<file path="src/rtl/qqspi_pkg.sv">
// qqspi_pkg: command codes, dummy-cycle count and state encoding for the quad-SPI target.
// Rev 1.0
`default_nettype none
package qqspi_pkg;
  localparam logic [7:0] CMD_WRITE          = 8'h02;
  localparam logic [7:0] CMD_READ           = 8'h03;
  localparam logic [7:0] CMD_QUAD_WRITE     = 8'h38;
  localparam logic [7:0] CMD_FAST_READ_QUAD = 8'hEB;
  localparam int         DUMMY_CYCLES       = 6;

  typedef enum logic [2:0] {
    IDLE, CMD, ADDR, DUMMY, WDATA, RDATA, IGNORE
  } state_t;
endpackage
`default_nettype wire

</file>
<file path="src/rtl/qqspi_if.sv">
// qqspi_if: SPI pad bundle plus byte-wide memory port of the quad-SPI target.
// Rev 1.0
`default_nettype none
interface qqspi_if #(
  parameter int ADDR_W = 24
);
  logic              cen;
  logic              sclk;
  logic [3:0]        sio_in;
  logic [3:0]        sio_out;
  logic [3:0]        sio_oe;
  logic              mem_valid;
  logic              mem_we;
  logic [ADDR_W-1:0] mem_addr;
  logic [7:0]        mem_wdata;
  logic              mem_ready;
  logic [7:0]        mem_rdata;
  logic              underrun;
  logic              busy;

  modport slave (
    input  cen, sclk, sio_in, mem_ready, mem_rdata,
    output sio_out, sio_oe, mem_valid, mem_we, mem_addr, mem_wdata, underrun, busy
  );

  modport master (
    output cen, sclk, sio_in, mem_ready, mem_rdata,
    input  sio_out, sio_oe, mem_valid, mem_we, mem_addr, mem_wdata, underrun, busy
  );
endinterface
`default_nettype wire

</file>
<file path="src/rtl/qqspi_edge_sync.sv">
// qqspi_edge_sync: two-flop synchronisers for sclk/cen with sclk edge detection.
// Rev 1.0
`default_nettype none
module qqspi_edge_sync #(
  parameter bit CEN_NPOL = 1'b0
) (
  input  logic clk,
  input  logic resetn,
  input  logic sclk,
  input  logic cen,
  output logic sclk_rise,
  output logic sclk_fall,
  output logic cen_act
);
  logic [2:0] sclk_sync;
  logic [1:0] cen_sync;

  // sclk idles high and cen idles inactive, so reset to those levels
  always_ff @(posedge clk) begin
    if (!resetn) begin
      sclk_sync <= 3'b111;
      cen_sync  <= {2{~CEN_NPOL}};
    end else begin
      sclk_sync <= {sclk_sync[1:0], sclk};
      cen_sync  <= {cen_sync[0], cen};
    end
  end

  assign sclk_rise = sclk_sync[1] & ~sclk_sync[2];
  assign sclk_fall = ~sclk_sync[1] & sclk_sync[2];
  assign cen_act   = cen_sync[1] ^ ~CEN_NPOL;
endmodule
`default_nettype wire

</file>
<file path="src/rtl/qqspi_target.sv">
// qqspi_target: oversampling SPI/QPI target mapping commands 02/03/38/EB onto a byte memory port.
// Rev 1.0
`default_nettype none
module qqspi_target
  import qqspi_pkg::*;
#(
  parameter int ADDR_W   = 24,
  parameter bit CEN_NPOL = 1'b0,
  parameter bit QUAD_EN  = 1'b1
) (
  input logic  clk,
  input logic  resetn,
  qqspi_if.slave bus
);
  state_t            state, next_state;
  logic              sclk_rise, sclk_fall, cen_act, rise, fall;
  logic [3:0]        sio_s1, sio_s2;
  logic [4:0]        cnt;
  logic [23:0]       shreg, addr_full;
  logic [7:0]        cmd, cmd_byte, wsh, wbyte, out_sh, rd_buf;
  logic              quad, rd_valid, discard;
  logic              cmd_single, cmd_quad, cmd_is_write, addr_last, byte_last;
  logic [ADDR_W-1:0] addr;
  logic              mem_valid, mem_we, underrun;
  logic [ADDR_W-1:0] mem_addr;
  logic [7:0]        mem_wdata;

  qqspi_edge_sync #(.CEN_NPOL(CEN_NPOL)) u_sync (
    .clk(clk), .resetn(resetn), .sclk(bus.sclk), .cen(bus.cen),
    .sclk_rise(sclk_rise), .sclk_fall(sclk_fall), .cen_act(cen_act)
  );

  // same depth as the sclk path so data lines up with the detected rise
  always_ff @(posedge clk) begin
    if (!resetn) begin
      sio_s1 <= 4'h0;
      sio_s2 <= 4'h0;
    end else begin
      sio_s1 <= bus.sio_in;
      sio_s2 <= sio_s1;
    end
  end

  assign rise         = sclk_rise & cen_act;
  assign fall         = sclk_fall & cen_act;
  assign cmd_byte     = {shreg[6:0], sio_s2[0]};
  assign cmd_single   = (cmd_byte == CMD_WRITE) || (cmd_byte == CMD_READ);
  assign cmd_quad     = QUAD_EN && ((cmd_byte == CMD_QUAD_WRITE) || (cmd_byte == CMD_FAST_READ_QUAD));
  assign cmd_is_write = (cmd == CMD_WRITE) || (cmd == CMD_QUAD_WRITE);
  assign addr_full    = quad ? {shreg[19:0], sio_s2} : {shreg[22:0], sio_s2[0]};
  assign addr_last    = (cnt == (quad ? 5'd5 : 5'd23));
  assign byte_last    = (cnt == (quad ? 5'd1 : 5'd7));
  assign wbyte        = quad ? {wsh[3:0], sio_s2} : {wsh[6:0], sio_s2[0]};

  always_ff @(posedge clk) begin
    if (!resetn) state <= IDLE;
    else         state <= next_state;
  end

  always_comb begin
    next_state = state;
    if (!cen_act) begin
      next_state = IDLE;
    end else begin
      case (state)
        IDLE:    next_state = CMD;
        CMD:     if (rise && cnt == 5'd7) next_state = (cmd_single || cmd_quad) ? ADDR : IGNORE;
        ADDR:    if (rise && addr_last)
                   next_state = cmd_is_write ? WDATA : ((cmd == CMD_READ) ? RDATA : DUMMY);
        DUMMY:   if (rise && cnt == 5'(DUMMY_CYCLES - 1)) next_state = RDATA;
        default: next_state = state;
      endcase
    end
  end

  always_ff @(posedge clk) begin
    if (!resetn) begin
      cnt <= '0; shreg <= '0; cmd <= '0; quad <= 1'b0; addr <= '0;
      wsh <= '0; out_sh <= '0; rd_buf <= '0; rd_valid <= 1'b0; discard <= 1'b0;
      mem_valid <= 1'b0; mem_we <= 1'b0; mem_addr <= '0; mem_wdata <= '0; underrun <= 1'b0;
    end else begin
      underrun <= 1'b0;
      if (mem_valid && bus.mem_ready) begin
        mem_valid <= 1'b0;
        discard   <= 1'b0;
        if (!mem_we && !discard) begin
          rd_buf   <= bus.mem_rdata;
          rd_valid <= 1'b1;
        end
      end
      if (!cen_act || state == IDLE) begin
        cnt <= '0; shreg <= '0; quad <= 1'b0; out_sh <= '0; rd_valid <= 1'b0;
        // a request still outstanding belongs to the abandoned transaction
        if (mem_valid && !bus.mem_ready) discard <= 1'b1;
      end else begin
        case (state)
          CMD: if (rise) begin
            if (cnt == 5'd7) begin
              cmd <= cmd_byte; quad <= cmd_quad; cnt <= '0; shreg <= '0;
            end else begin
              shreg <= {shreg[22:0], sio_s2[0]}; cnt <= cnt + 5'd1;
            end
          end
          ADDR: if (rise) begin
            shreg <= addr_full;
            if (addr_last) begin
              cnt  <= '0;
              addr <= ADDR_W'(addr_full);
              if (!cmd_is_write && !mem_valid) begin
                mem_valid <= 1'b1; mem_we <= 1'b0; mem_addr <= ADDR_W'(addr_full);
              end
            end else begin
              cnt <= cnt + 5'd1;
            end
          end
          DUMMY: if (rise) cnt <= (cnt == 5'(DUMMY_CYCLES - 1)) ? 5'd0 : cnt + 5'd1;
          WDATA: if (rise) begin
            wsh <= wbyte;
            if (byte_last) begin
              cnt <= '0;
              if (mem_valid) begin
                underrun <= 1'b1;
              end else begin
                mem_valid <= 1'b1; mem_we <= 1'b1; mem_addr <= addr; mem_wdata <= wbyte;
                addr <= addr + ADDR_W'(1);
              end
            end else begin
              cnt <= cnt + 5'd1;
            end
          end
          RDATA: if (fall) begin
            cnt <= byte_last ? 5'd0 : cnt + 5'd1;
            if (cnt == 5'd0) begin
              if (rd_valid) begin
                out_sh   <= rd_buf;
                rd_valid <= 1'b0;
                addr     <= addr + ADDR_W'(1);
                if (!mem_valid) begin
                  mem_valid <= 1'b1; mem_we <= 1'b0; mem_addr <= addr + ADDR_W'(1);
                end
              end else begin
                // late prefetch: emit zeros; refetch only if nothing is in flight
                out_sh   <= 8'h00;
                underrun <= 1'b1;
                if (!mem_valid) begin
                  mem_valid <= 1'b1; mem_we <= 1'b0; mem_addr <= addr;
                end
              end
            end else begin
              out_sh <= quad ? {out_sh[3:0], 4'h0} : {out_sh[6:0], 1'b0};
            end
          end
          default: ;
        endcase
      end
    end
  end

  assign bus.sio_oe    = (state == RDATA) ? (quad ? 4'b1111 : 4'b0010) : 4'b0000;
  assign bus.sio_out   = (state == RDATA) ? (quad ? out_sh[7:4] : {2'b00, out_sh[7], 1'b0}) : 4'b0000;
  assign bus.mem_valid = mem_valid;
  assign bus.mem_we    = mem_we;
  assign bus.mem_addr  = mem_addr;
  assign bus.mem_wdata = mem_wdata;
  assign bus.underrun  = underrun;
  assign bus.busy      = (state != IDLE);
endmodule
`default_nettype wire
</file>
<file path="src/flat_wrapper.sv">
// flat-port wrapper written by rule: the top's interface ports become plain ports
module qqspi_target_flat import qqspi_pkg::*;
#(
  parameter int ADDR_W   = 24,
  parameter bit CEN_NPOL = 1'b0,
  parameter bit QUAD_EN  = 1'b1
)
  (clk, resetn, bus_cen, bus_sclk, bus_sio_in, bus_mem_ready, bus_mem_rdata, bus_sio_out, bus_sio_oe, bus_mem_valid, bus_mem_we, bus_mem_addr, bus_mem_wdata, bus_underrun, bus_busy);
  qqspi_if #(.ADDR_W(ADDR_W)) bus_i ();
  input logic clk;
  input logic resetn;
  input wire logic [$bits(bus_i.cen)-1:0] bus_cen;
  input wire logic [$bits(bus_i.sclk)-1:0] bus_sclk;
  input wire logic [$bits(bus_i.sio_in)-1:0] bus_sio_in;
  input wire logic [$bits(bus_i.mem_ready)-1:0] bus_mem_ready;
  input wire logic [$bits(bus_i.mem_rdata)-1:0] bus_mem_rdata;
  output wire logic [$bits(bus_i.sio_out)-1:0] bus_sio_out;
  output wire logic [$bits(bus_i.sio_oe)-1:0] bus_sio_oe;
  output wire logic [$bits(bus_i.mem_valid)-1:0] bus_mem_valid;
  output wire logic [$bits(bus_i.mem_we)-1:0] bus_mem_we;
  output wire logic [$bits(bus_i.mem_addr)-1:0] bus_mem_addr;
  output wire logic [$bits(bus_i.mem_wdata)-1:0] bus_mem_wdata;
  output wire logic [$bits(bus_i.underrun)-1:0] bus_underrun;
  output wire logic [$bits(bus_i.busy)-1:0] bus_busy;
  assign bus_i.cen = bus_cen;
  assign bus_i.sclk = bus_sclk;
  assign bus_i.sio_in = bus_sio_in;
  assign bus_i.mem_ready = bus_mem_ready;
  assign bus_i.mem_rdata = bus_mem_rdata;
  assign bus_sio_out = bus_i.sio_out;
  assign bus_sio_oe = bus_i.sio_oe;
  assign bus_mem_valid = bus_i.mem_valid;
  assign bus_mem_we = bus_i.mem_we;
  assign bus_mem_addr = bus_i.mem_addr;
  assign bus_mem_wdata = bus_i.mem_wdata;
  assign bus_underrun = bus_i.underrun;
  assign bus_busy = bus_i.busy;
  qqspi_target #(.ADDR_W(ADDR_W), .CEN_NPOL(CEN_NPOL), .QUAD_EN(QUAD_EN)) u_core (.clk(clk), .resetn(resetn), .bus(bus_i));
endmodule
</file>
<file path="config.mk">
export PLATFORM = sky130hd
export DESIGN_NAME = qqspi_target_flat
export DESIGN_NICKNAME = d
export VERILOG_FILES = /design/src/rtl/qqspi_pkg.sv /design/src/rtl/qqspi_if.sv /design/src/rtl/qqspi_edge_sync.sv /design/src/rtl/qqspi_target.sv /design/src/flat_wrapper.sv
export SDC_FILE = /design/constraint.sdc
export NUM_CORES = 1
export LEC_CHECK = 0
export ABC_AREA = 1
export CAP_MARGIN = 20
export CORE_MARGIN = 3
export CORE_UTILIZATION = 40
export CTS_CLUSTER_SIZE = 10
export DETAILED_ROUTE_END_ITERATION = 12
export PLACE_DENSITY = 0.61
export SKIP_LAST_GASP = 1
export SLEW_MARGIN = 20
export SYNTH_ARGS = -nofsm -noshare
export SYNTH_HDL_FRONTEND = slang
export SYNTH_SLANG_ARGS = --single-unit
</file>
<file path="constraint.sdc">
create_clock -name clk -period 3.55 [get_ports clk]
set_clock_uncertainty 0.15 [all_clocks]
set_input_delay 1.065 -clock clk [delete_from_list [all_inputs] [get_ports clk]]
set_output_delay 1.065 -clock clk [all_outputs]
set_load 0.01 [all_outputs]
</file>
# After elaboration in Yosys (flattened, before gate mapping)
# Index checks and enable logic that the tools add are counted.
[op_classes]
addsub = 2
eq_ne = 32
n_mux = 88
n_bitwise = 10
reduce_logical = 38
[ops]
columns = ["op", "n"]
rows = [
  ["$mux 24", 18],
  ["$pmux 24 s3", 2],
  ["$mux 23", 3],
  ["$mux 5", 10],
  ["$pmux 23 s2", 1],
  ["$mux 1", 34],
  ["$eq 8x2->1 const B", 4],
  ["$mux 8", 4],
  ["$ne 2x1->1 const B", 13],
  ["$pmux 5 s5", 1],
  ["$add 24x1->24 const B", 1],
  ["$mux 3", 7],
  ["$reduce_and 10->1", 2],
  ["$eq 8x6->1 const B", 2],
  ["$mux 4", 4],
  ["$pmux 3 s4", 1],
  ["$reduce_and 11->1", 1],
  ["$eq 5x3->1 const B", 2],
  ["$eq 5x5->1", 2],
  ["$reduce_and 3->1", 3],
  ["$eq 8x8->1 const B", 1],
  ["$reduce_and 4->1", 2],
  ["$logic_and 1x1->1", 7],
  ["$eq 3x2->1 const B", 2],
  ["other kinds (21)", 43],
]
[word_totals]
reg_bits = 137
input_bits = 17
out_inout_bits = 44
word_cells = 190

# Depth between registers and ports, before layout
# Gate-level depths: netlist of run 1.
[depth]
word_depth = 9
mapped_depth = 14
depth_no_buf = 12

# By module
# From an unflattened synthesis of run 1, not the netlist that was laid out.
[unflattened]
hier_cells = 1274
hier_area_um2 = 7956.4
[modules_own_cells]
columns = ["mod", "instances", "cells_per_inst", "area_per_inst_um2", "seq_area_each_um2"]
rows = [
  ["qqspi_target", 1, 1255, 7803.7, 2642.5],
  ["qqspi_edge_sync", 1, 19, 152.6, 100.1],
]

# Worst setup path after synthesis of run 1
# OpenSTA, ideal clock, no wires.
[synth_timing]
kind = "reg-to-output"
startpoint = "register u_core.quad"
endpoint = "output bus_sio_oe[2]"
t_arrival_ns = 1.440
t_required_ns = 2.335
path_slack_ns = 0.895
path_stages_with_launch = 7
path_cell_list = "dfxtp_1 > inv_1 > buf_2 > clkbuf_1 > buf_1 > nor2_1 > buf_4"
[synth_between]
elab_chain_len = 2
[synth_lines]
columns = ["element", "line", "text"]
rows = [
  ["start, declared", "qqspi_target.sv:21", "logic quad, rd_valid, discard;"],
  ["start signal, assigned", "qqspi_target.sv:78", "cnt <= '0; shreg <= '0; cmd <= '0; quad <= 1'b0; addr <= '0;"],
  ["start signal, assigned", "qqspi_target.sv:92", "cnt <= '0; shreg <= '0; quad <= 1'b0; out_sh <= '0; rd_valid <= 1'b0;"],
  ["start signal, assigned", "qqspi_target.sv:99", "cmd <= cmd_byte; quad <= cmd_quad; cnt <= '0; shreg <= '0;"],
  ["$mux 4 (2 in a row)", "qqspi_target.sv:159", "assign bus.sio_oe = (state == RDATA) ? (quad ? 4'b1111 : 4'b0010) : 4'b0000;"],
  ["end, declared", "flat_wrapper.sv:18", "output wire logic [$bits(bus_i.sio_oe)-1:0] bus_sio_oe;"],
]
# Every way passes these cells.

# Final worst setup path of run 1
[layout_timing]
startpoint = "register u_core.state[1]"
endpoint = "output bus_sio_oe[1]"
[layout_between]
elab_chain_len = 2
[layout_lines]
columns = ["element", "line", "text"]
rows = [
  ["start, declared", "qqspi_target.sv:15", "state_t state, next_state;"],
  ["start signal, assigned", "qqspi_target.sv:57", "else state <= next_state;"],
  ["$eq 3x3->1", "qqspi_target.sv:159", ""],
  ["$mux 4", "qqspi_target.sv:159", ""],
]
# Every way passes these cells.

==> results of run 1 <==
==> final cells by class <==
type | count | area, sq um | area share (%)
Multi-Input combinational cell | 959 | 4310 | 47.2
Sequential cell | 137 | 2740 | 30.0
Timing Repair Buffer | 75 | 708 | 7.76
Inverter | 129 | 484 | 5.30
Clock buffer | 18 | 439 | 4.81
Tap cell | 260 | 325 | 3.56
Clock inverter | 14 | 125 | 1.37
==> power groups by stage <==
stage	Clock, uW	Sequential [uW]	Combinational [uW]
after floorplan	0	1580	34.2
after global placement	0	1580	61.8
after detailed placement	0	1580	62.1
after CTS	1760	1550	62.3
after global routing	1830	1550	70.2
final	1730	1550	61.7
==> placed cells by master (no fill, tap or decap), types with 5 or more instances in the layout <==
cell             Yosys  final
inv_6                0      6
nor3_1              13     13
or2_2                7      7
o21ai_0            119    119
clkdlybuf4s50_1      0     59
nor2_1             231    231
nand4_1              7      7
clkbuf_16            0     17
a31oi_1              8      8
nand2_1            331    331
xor2_1               5      5
nand3_1            110    110
a211oi_1             5      5
a21oi_1             79     79
inv_2                5      5
dfxtp_1            137    137
o211ai_1            12     12
buf_4                5     15
inv_1              121    121
==> critical path, cell delays in order (launching register included) <==
cell	delay, ps
dfxtp_1	400
inv_1	130
nand2_2	250
nor2_2	310
clkdlybuf4s50_1	590
==> stage by stage <==
step | area [sq um] | util, % | setup WS [ps] | instances
final | 9130 | 48.2 | 227 | 1592
after global routing | 9130 | 48.2 | 81.8 | 1592
after CTS | 9130 | 48.2 | 217 | 1592
after detailed placement | 8570 | 45.2 | 685 | 1560
after global placement | 8570 | 45.2 | 740 | 1560
after floorplan | 7800 | - | 895 | 1284
==> cell families after synthesis <==
| kind of cell | synth area share [%] |
|---|---|
| and+or+nand+nor | 37.5 |
| AOI/OAI and AO/OA | 16.1 |
| buffers and inverters | 9.67 |
| DFF | 35.1 |
| xor gates and xnor gates | 0.673 |
| adders and majority gates | 0.641 |
| muxes | 0.257 |
==> layer usage <==
layer | global-route usage (%) | wire, um | vias to the layer above | share of wire [%]
li1 | - | - | 4188 | -
met2 | 32.8 | 9730 | 203 | 43
met1 | 31.3 | 11400 | 3701 | 51
met4 | 4.94 | 236 | 0 | 1.0
met5 | 0 | 0 | - | 0
met3 | 3.71 | 1200 | 22 | 5.3
==> path summary, 6_finish.rpt <==
kind                                   to  slack, ps                          from
min reg2reg   u_core.sio_s2[2]$_SDFF_PN0_        260   u_core.sio_s1[2]$_SDFF_PN0_
min           u_core.sio_s2[2]$_SDFF_PN0_        260   u_core.sio_s1[2]$_SDFF_PN0_
max reg2reg  u_core.addr[10]$_SDFFE_PN0P_        740  u_core.state[1]$_SDFFE_PP0P_
max                         bus_sio_oe[1]        230  u_core.state[1]$_SDFFE_PP0P_
==> registers in the layout (all words and copies together), names as in the netlist, named ones only <==
register / count
u_core.cnt: 5
u_core.cmd: 8
u_core.bus.mem_wdata: 8
u_core.state: 3
u_core.sio_s2: 4
u_core.bus.mem_addr: 24
u_core.wsh: 7
u_core.u_sync.cen_sync: 2
u_core.quad: 1
u_core.sio_s1: 4
u_core.shreg: 23
u_core.rd_buf: 8
u_core.u_sync.sclk_sync: 3
u_core.addr: 24
u_core.bus.mem_valid: 1
u_core.out_sh: 8
u_core.bus.mem_we: 1
u_core.rd_valid: 1
u_core.bus.underrun: 1
==> results.cfg, run 1 <==
[run_status]
outcome = finished clean

[clocking]
cts.sinks = 137
post_cts_buffers = 0
cts_buffers = 17
htreeDepth = 4
ctsHoldBuffers = 0
cts_tree = done
clock_latency_ps = 430
clkTransAtPathRegs_ps = 70
clockBufferDepth = 2
cts_resized = 0
cts_root_buf = clkbuf_16

[timing]
worstMarginPinSlew_ps = 901
period_needed_ps = 3320
setup_viol = 0
fmax_ghz = 0.301
maxSlewViolCount = 0
whs_ps = 263
rsz0062_at_grt = false
hold_viol_final = 0
setup_tns_ps = 0
maxSlewHeadroom_pct = 39.9
period_share_pct = 93.6

[pwr]
vdd_drop_max_v = 0.000285
p_switching_uw = 826
combPwrFrac_pct = 1.8
p_leak_uw = 0.00394
power.density_nw_per_um2 = 365
clock_power_share_pct = 51.8
sw_frac_of_total_pct = 24.8
p_int_uw = 2510
power_uw = 3340
seqPwrFrac_pct = 46.4

[yosys]
synth-seq-cells = 137
synth_cells = 1284
synth_fp_nets = 1305
yosysUniqueCellTypes = 37
synth_edf_count = 0
post-synth-top-count-cell = nand2_1
synth_area_leader_cell = dfxtp_1
synth_ff_type = dfxtp_1
async_flop_share_pct = 0
synth_area_leaders = dfxtp_1, nand2_1, nor2_1
syn_avg_cell_area_sq_um = 6.08
yosysSeqAreaShare_pct = 35.1
synthesis.area_sq_um = 7800
yosys_warnings = 0
synth_top_cells_by_count = nand2_1, nor2_1, dfxtp_1, inv_1, o21ai_0
synth_top_area_share_pct = 35.1

[die]
die_y_um = 146
start_util_pct = 41.2
fp.dieW_um = 146
core_area_sq_um = 19000
boundaryPins = 61
dieArea_sq_um = 21200
rows = 50

[worst_setup_path]
worstSetupEndpointType = output port
r2r_cells = 10
cp-start-kind = register
worstPathRequired_ps = 2330
crit_path_max_fanout = 23
crit_arrival_ps = 2110
path_class = reg2out

[placed_design]
gp_congestion = 0.907
dp_hpwl_um = 15500
portBuffers = 60

[global_route]
grt_antenna_before_repair = 0
grt_pass1_wl_um = 37900
grt_max_degree = 87
first_global_vias = 7493
grt-ovfl-total = 0
grt.total_usage_pct = 21.3

[route]
wl_per_cell_um = 14.2
num_vias = 8114
drtIter0Drc = 699
drtAntennaViolNets = 0
totalWireLength_um = 22600
routed_via_density = 5.10
drc_errors = 0
dr.pass1.iters = 5

[layout]
area_growth_syn_to_layout_pct = 17.0
antennaDiodeCount = 0
fill_cells = 2037
nNetsFinal = 1340
drive_above_1_share_pct = 5.48

[worst_hold_path]
hold_path_depth = 2
hold_path.class = reg2reg

[job]
cap_violations = 0
No activity file was read; power rests on OpenSTA's default activity.
==> inputs of run 2 (changes only) <==
--- a/config.mk
+++ b/config.mk
@@ -7,7 +7,6 @@
 export LEC_CHECK = 0
 export ABC_AREA = 1
 export CAP_MARGIN = 20
-export CORE_MARGIN = 3
 export CORE_UTILIZATION = 40
 export CTS_CLUSTER_SIZE = 10
 export DETAILED_ROUTE_END_ITERATION = 12
==> results.cfg, run 2 (synthesis results as in run 1) <==
[global_route]
grt.total_usage_pct = 23.0
grt_pass1_wl_um = 36600
first_global_vias = 7233
grt_antenna_before_repair = 0
grt_max_degree = 87
grt-ovfl-total = 0

[job]
cap_violations = 0

[layout]
mostFrequentLayoutCells = nand2_1, nor2_1, dfxtp_1
regArea_sq_um = 2740
multiInputGateArea_sq_um = 4310
antennaDiodeCount = 0
nNetsFinal = 1339
stdcell_count = 1590
fill_cells = 2036
drive_above_1_share_pct = 5.26
design_area_sq_um = 9150
reg_top3 = u_core.addr x24, u_core.bus.mem_addr x24, u_core.shreg x23
area_growth_syn_to_layout_pct = 17.2
layout_commonest_cell = nand2_1

[route]
dr.pass1.iters = 5
drtAntennaViolNets = 0
wl_per_cell_um = 14.1
drtIter0Drc = 864
num_vias = 8179
routed_via_density = 5.14
drc_errors = 0
totalWireLength_um = 22500

[die]
start_util_pct = 41.3
dieArea_sq_um = 20100
die_y_um = 142
rows = 50
fp.dieW_um = 142
core_area_sq_um = 18900
boundaryPins = 61

[pwr]
vdd_drop_max_v = 0.000341
p_leak_uw = 0.00393
power.density_nw_per_um2 = 371

[worst_setup_path]
critPathBufInv = 2
reg2reg_slack_ps = 710
cp_cell_sequence = inv_1 > nand2_2 > nor2_2 > clkdlybuf4s50_1
cpPeakStageDelay_ps = 590
path_class = reg2out
slowest_stage = clkdlybuf4s50_1
reg2reg_from = u_core.state[1]$_SDFFE_PP0P_
worstSetupEndpointType = output port
crit_family = buffers and inverters
cp-start-kind = register
r2r_cells = 10
crit_arrival_ps = 2120
worstPathRequired_ps = 2330
r2r-end = u_core.addr[6]$_SDFFE_PN0P_
crit_path_max_fanout = 23

[timing]
setup_tns_ps = 0
setup_viol = 0
maxSlewHeadroom_pct = 39.7
fmax_ghz = 0.300
maxSlewViolCount = 0
rsz0062_at_grt = false
worst_slack_ps = 217
period_share_pct = 93.9
hold_viol_final = 0
period_needed_ps = 3330
worstMarginPinSlew_ps = 905

[clocking]
clkTransAtPathRegs_ps = 60
clockBufferDepth = 2
htreeDepth = 4
post_cts_buffers = 0
cts_buffers = 17
cts_resized = 0
cts_root_buf = clkbuf_16
cts.sinks = 137
cts_tree = done
clock_latency_ps = 430
ctsHoldBuffers = 0

[worst_hold_path]
hold_path.class = reg2reg
holdCritStartpoint = u_core.sio_s1[3]$_SDFF_PN0_
hold_path_depth = 2
hold_end = u_core.sio_s2[3]$_SDFF_PN0_

[placed_design]
gp_congestion = 0.872
placed_area_sq_um = 8560
dp_hpwl_um = 15300
dp.cells = 1559
portBuffers = 60
dpl_worst_slack_ps = 675

[run_status]
outcome = finished clean
==> run 2: area by class of cell <==
| class | count | share of cell area, % |
|---|---|---|
| Timing Repair Buffer | 74 | 7.66 |
| Clock inverter | 12 | 1.57 |
| Inverter | 129 | 5.29 |
| Multi-Input combinational cell | 959 | 47.1 |
| Tap cell | 260 | 3.56 |
| Clock buffer | 19 | 4.84 |
| Sequential cell | 137 | 30.0 |
==> run 2: worst min-delay path, cell delays in order (launching register included) <==
cell     delay (ps)
dfxtp_1         300
nand2_1          50
inv_1            40
==> run 2: worst max path at each step <==
stage / cells past startpoint / startpoint / to
3_5_place_dp: 4 / u_core.state[1]$_SDFFE_PP0P_ / bus_sio_oe[1]
4_1_cts: 4 / u_core.state[1]$_SDFFE_PP0P_ / bus_sio_oe[1]
3_3_place_gp: 4 / u_core.state[1]$_SDFFE_PP0P_ / bus_sio_oe[1]
6_report: 4 / u_core.state[1]$_SDFFE_PP0P_ / bus_sio_oe[1]
2_1_floorplan: 6 / u_core.quad$_SDFFE_PP0P_ / bus_sio_oe[2]
5_1_grt: 4 / u_core.state[1]$_SDFFE_PP0P_ / bus_sio_oe[1]
==> run 2: where the power goes <==
group / internal (uW) / switching (uW) / total, uW
clock network: 1060 / 728 / 1790
logic: 25.6 / 36.8 / 62.5
registers: 1540 / 3.74 / 1550
==> run 2: layer usage <==
| layer | GRT usage, % | routed length, um | vias to the layer above |
|---|---|---|---|
| met2 | 34.9 | 9600 | 254 |
| li1 | - | - | 4189 |
| met5 | 0 | 0 | - |
| met1 | 32.8 | 11100 | 3709 |
| met3 | 4.29 | 1440 | 27 |
| met4 | 7.07 | 317 | 0 |
==> run 2: per-stage QoR <==
stage | utilization (%) | power (uW) | hold WS, ps
global placement | 45.3 | 1640 | 243
global route | 48.4 | 3510 | 269
CTS | 48.4 | 3430 | 261
finish | 48.4 | 3400 | 259
floorplan | - | 1610 | 240
detailed placement | 45.3 | 1640 | 249
==> inputs of run 3 (changes only) <==
--- a/config.mk
+++ b/config.mk
@@ -11,8 +11,9 @@
 export CTS_CLUSTER_SIZE = 10
 export DETAILED_ROUTE_END_ITERATION = 12
 export PLACE_DENSITY = 0.61
+export RECOVER_POWER = 50
+export SKIP_CTS_REPAIR_TIMING = 1
 export SKIP_LAST_GASP = 1
-export SLEW_MARGIN = 20
 export SYNTH_ARGS = -nofsm -noshare
 export SYNTH_HDL_FRONTEND = slang
 export SYNTH_SLANG_ARGS = --single-unit
==> results.cfg, run 3 (synthesis results as in run 1) <==
[worst_setup_path]
path_class = reg2out
crit_path_max_fanout = 23
cpPeakStageDelay_ps = 580
cp_cell_sequence = inv_1 > nand2_2 > nor2_2 > clkdlybuf4s50_1
slowest_stage = clkdlybuf4s50_1
crit_family = buffers and inverters
critPathBufInv = 2
crit_arrival_ps = 2120
worstSetupEndpointType = output port
cp-start-kind = register
worstPathRequired_ps = 2330

[timing]
setup_viol = 0
period_needed_ps = 3330
worstMarginPinSlew_ps = 1770
fmax_ghz = 0.300
rsz0062_at_grt = false
setup_tns_ps = 0
maxSlewHeadroom_pct = -18.0
period_share_pct = 93.9
hold_viol_final = 0
maxSlewViolCount = 126

[layout]
area_growth_syn_to_layout_pct = 17.1
reg_top3 = u_core.addr x24, u_core.bus.mem_addr x24, u_core.shreg x23
fin_util_pct = 48.4
layout_commonest_cell = nand2_1
drive_above_1_share_pct = 5.19
nNetsFinal = 1339
fill_cells = 2036
stdcell_count = 1590
antennaDiodeCount = 0
mostFrequentLayoutCells = nand2_1, nor2_1, dfxtp_1

[global_route]
grt_pass1_wl_um = 36600
first_global_vias = 7233
grt-ovfl-total = 0
grt_antenna_before_repair = 0
grt_max_degree = 87
grt.total_usage_pct = 23.0

[pwr]
vdd_drop_max_v = 0.000345
p_leak_uw = 0.00403
power.density_nw_per_um2 = 373

[route]
drc_errors = 0
wl_per_cell_um = 14.2
dr.pass1.iters = 6
drtAntennaViolNets = 0
routed_via_density = 5.16
drtIter0Drc = 840
totalWireLength_um = 22500
num_vias = 8200

[die]
dieArea_sq_um = 20100
boundaryPins = 61
fp.dieW_um = 142
rows = 50
core_area_sq_um = 18900
start_util_pct = 41.3
die_y_um = 142

[placed_design]
dp.cells = 1559
portBuffers = 60
dp_hpwl_um = 15300
gp_congestion = 0.872

[clocking]
clockBufferDepth = 2
cts_tree = done
clkTransAtPathRegs_ps = 60
cts_buffers = 17
cts_root_buf = clkbuf_16
clock_latency_ps = 430
htreeDepth = 4
cts.sinks = 137

[worst_hold_path]
hold_path.class = reg2reg

[run_status]
outcome = finished with violations
violations = capacitance limit, slew limit

[job]
cap_violations = 2
[run 3: worst paths after layout]
kind | cells past startpoint | start | to | slack, ps
worst max-delay path | 4 | u_core.state[1]$_SDFFE_PP0P_ | bus_sio_oe[1] | 220
worst min-delay path | 2 | u_core.sio_s1[3]$_SDFF_PN0_ | u_core.sio_s2[3]$_SDFF_PN0_ | 260
worst max register to register | 10 | u_core.state[1]$_SDFFE_PP0P_ | u_core.addr[6]$_SDFFE_PN0P_ | 680
worst min register to register | 2 | u_core.sio_s1[3]$_SDFF_PN0_ | u_core.sio_s2[3]$_SDFF_PN0_ | 260
[run 3: cell type report]
type / instances / area, sq um / area share [%]
Multi-Input combinational cell: 959 / 4310 / 47.1
Inverter: 129 / 484 / 5.30
Clock buffer: 19 / 443 / 4.85
Timing Repair Buffer: 74 / 694 / 7.60
Sequential cell: 137 / 2740 / 30.0
Clock inverter: 12 / 144 / 1.57
Tap cell: 260 / 325 / 3.56
[run 3: through the flow]
step	total power (uW)	area (sq um)	hold WS (ps)	worst slack (ps)
after floorplan	1610	7800	240	895
after global placement	1640	8560	243	714
after detailed placement	1640	8560	249	675
after CTS	3430	9150	261	212
after global routing	3510	9140	269	115
final	3400	9140	258	215
[run 3: worst reg2reg max path, stage by stage, from the launching register on]
cell	delay [ps]
dfxtp_1	520
inv_1	120
nand2_2	360
nor2_1	210
inv_2	140
nor2_1	80
nor3_1	270
nand3_2	540
nand2_1	210
nand2_1	70
nor2_1	150
[run 3: metal layers]
| layer | vias up | global-route usage (%) | part of all wire [%] |
|---|---|---|---|
| met2 | 239 | 34.9 | 43 |
| li1 | 4195 | - | - |
| met3 | 27 | 4.29 | 5.9 |
| met1 | 3739 | 32.8 | 50 |
| met4 | 0 | 7.07 | 1.4 |
| met5 | - | 0 | 0 |
[run 3: report_power, final]
| group | leakage (uW) | switching, uW | total [uW] | internal, uW |
|---|---|---|---|---|
| sequential | 0.00111 | 3.75 | 1550 | 1540 |
| combinational | 0.00265 | 36.7 | 62.4 | 25.7 |
| clock | 0.000277 | 735 | 1790 | 1060 |
| total | 0.00403 | 776 | 3400 | 2630 |
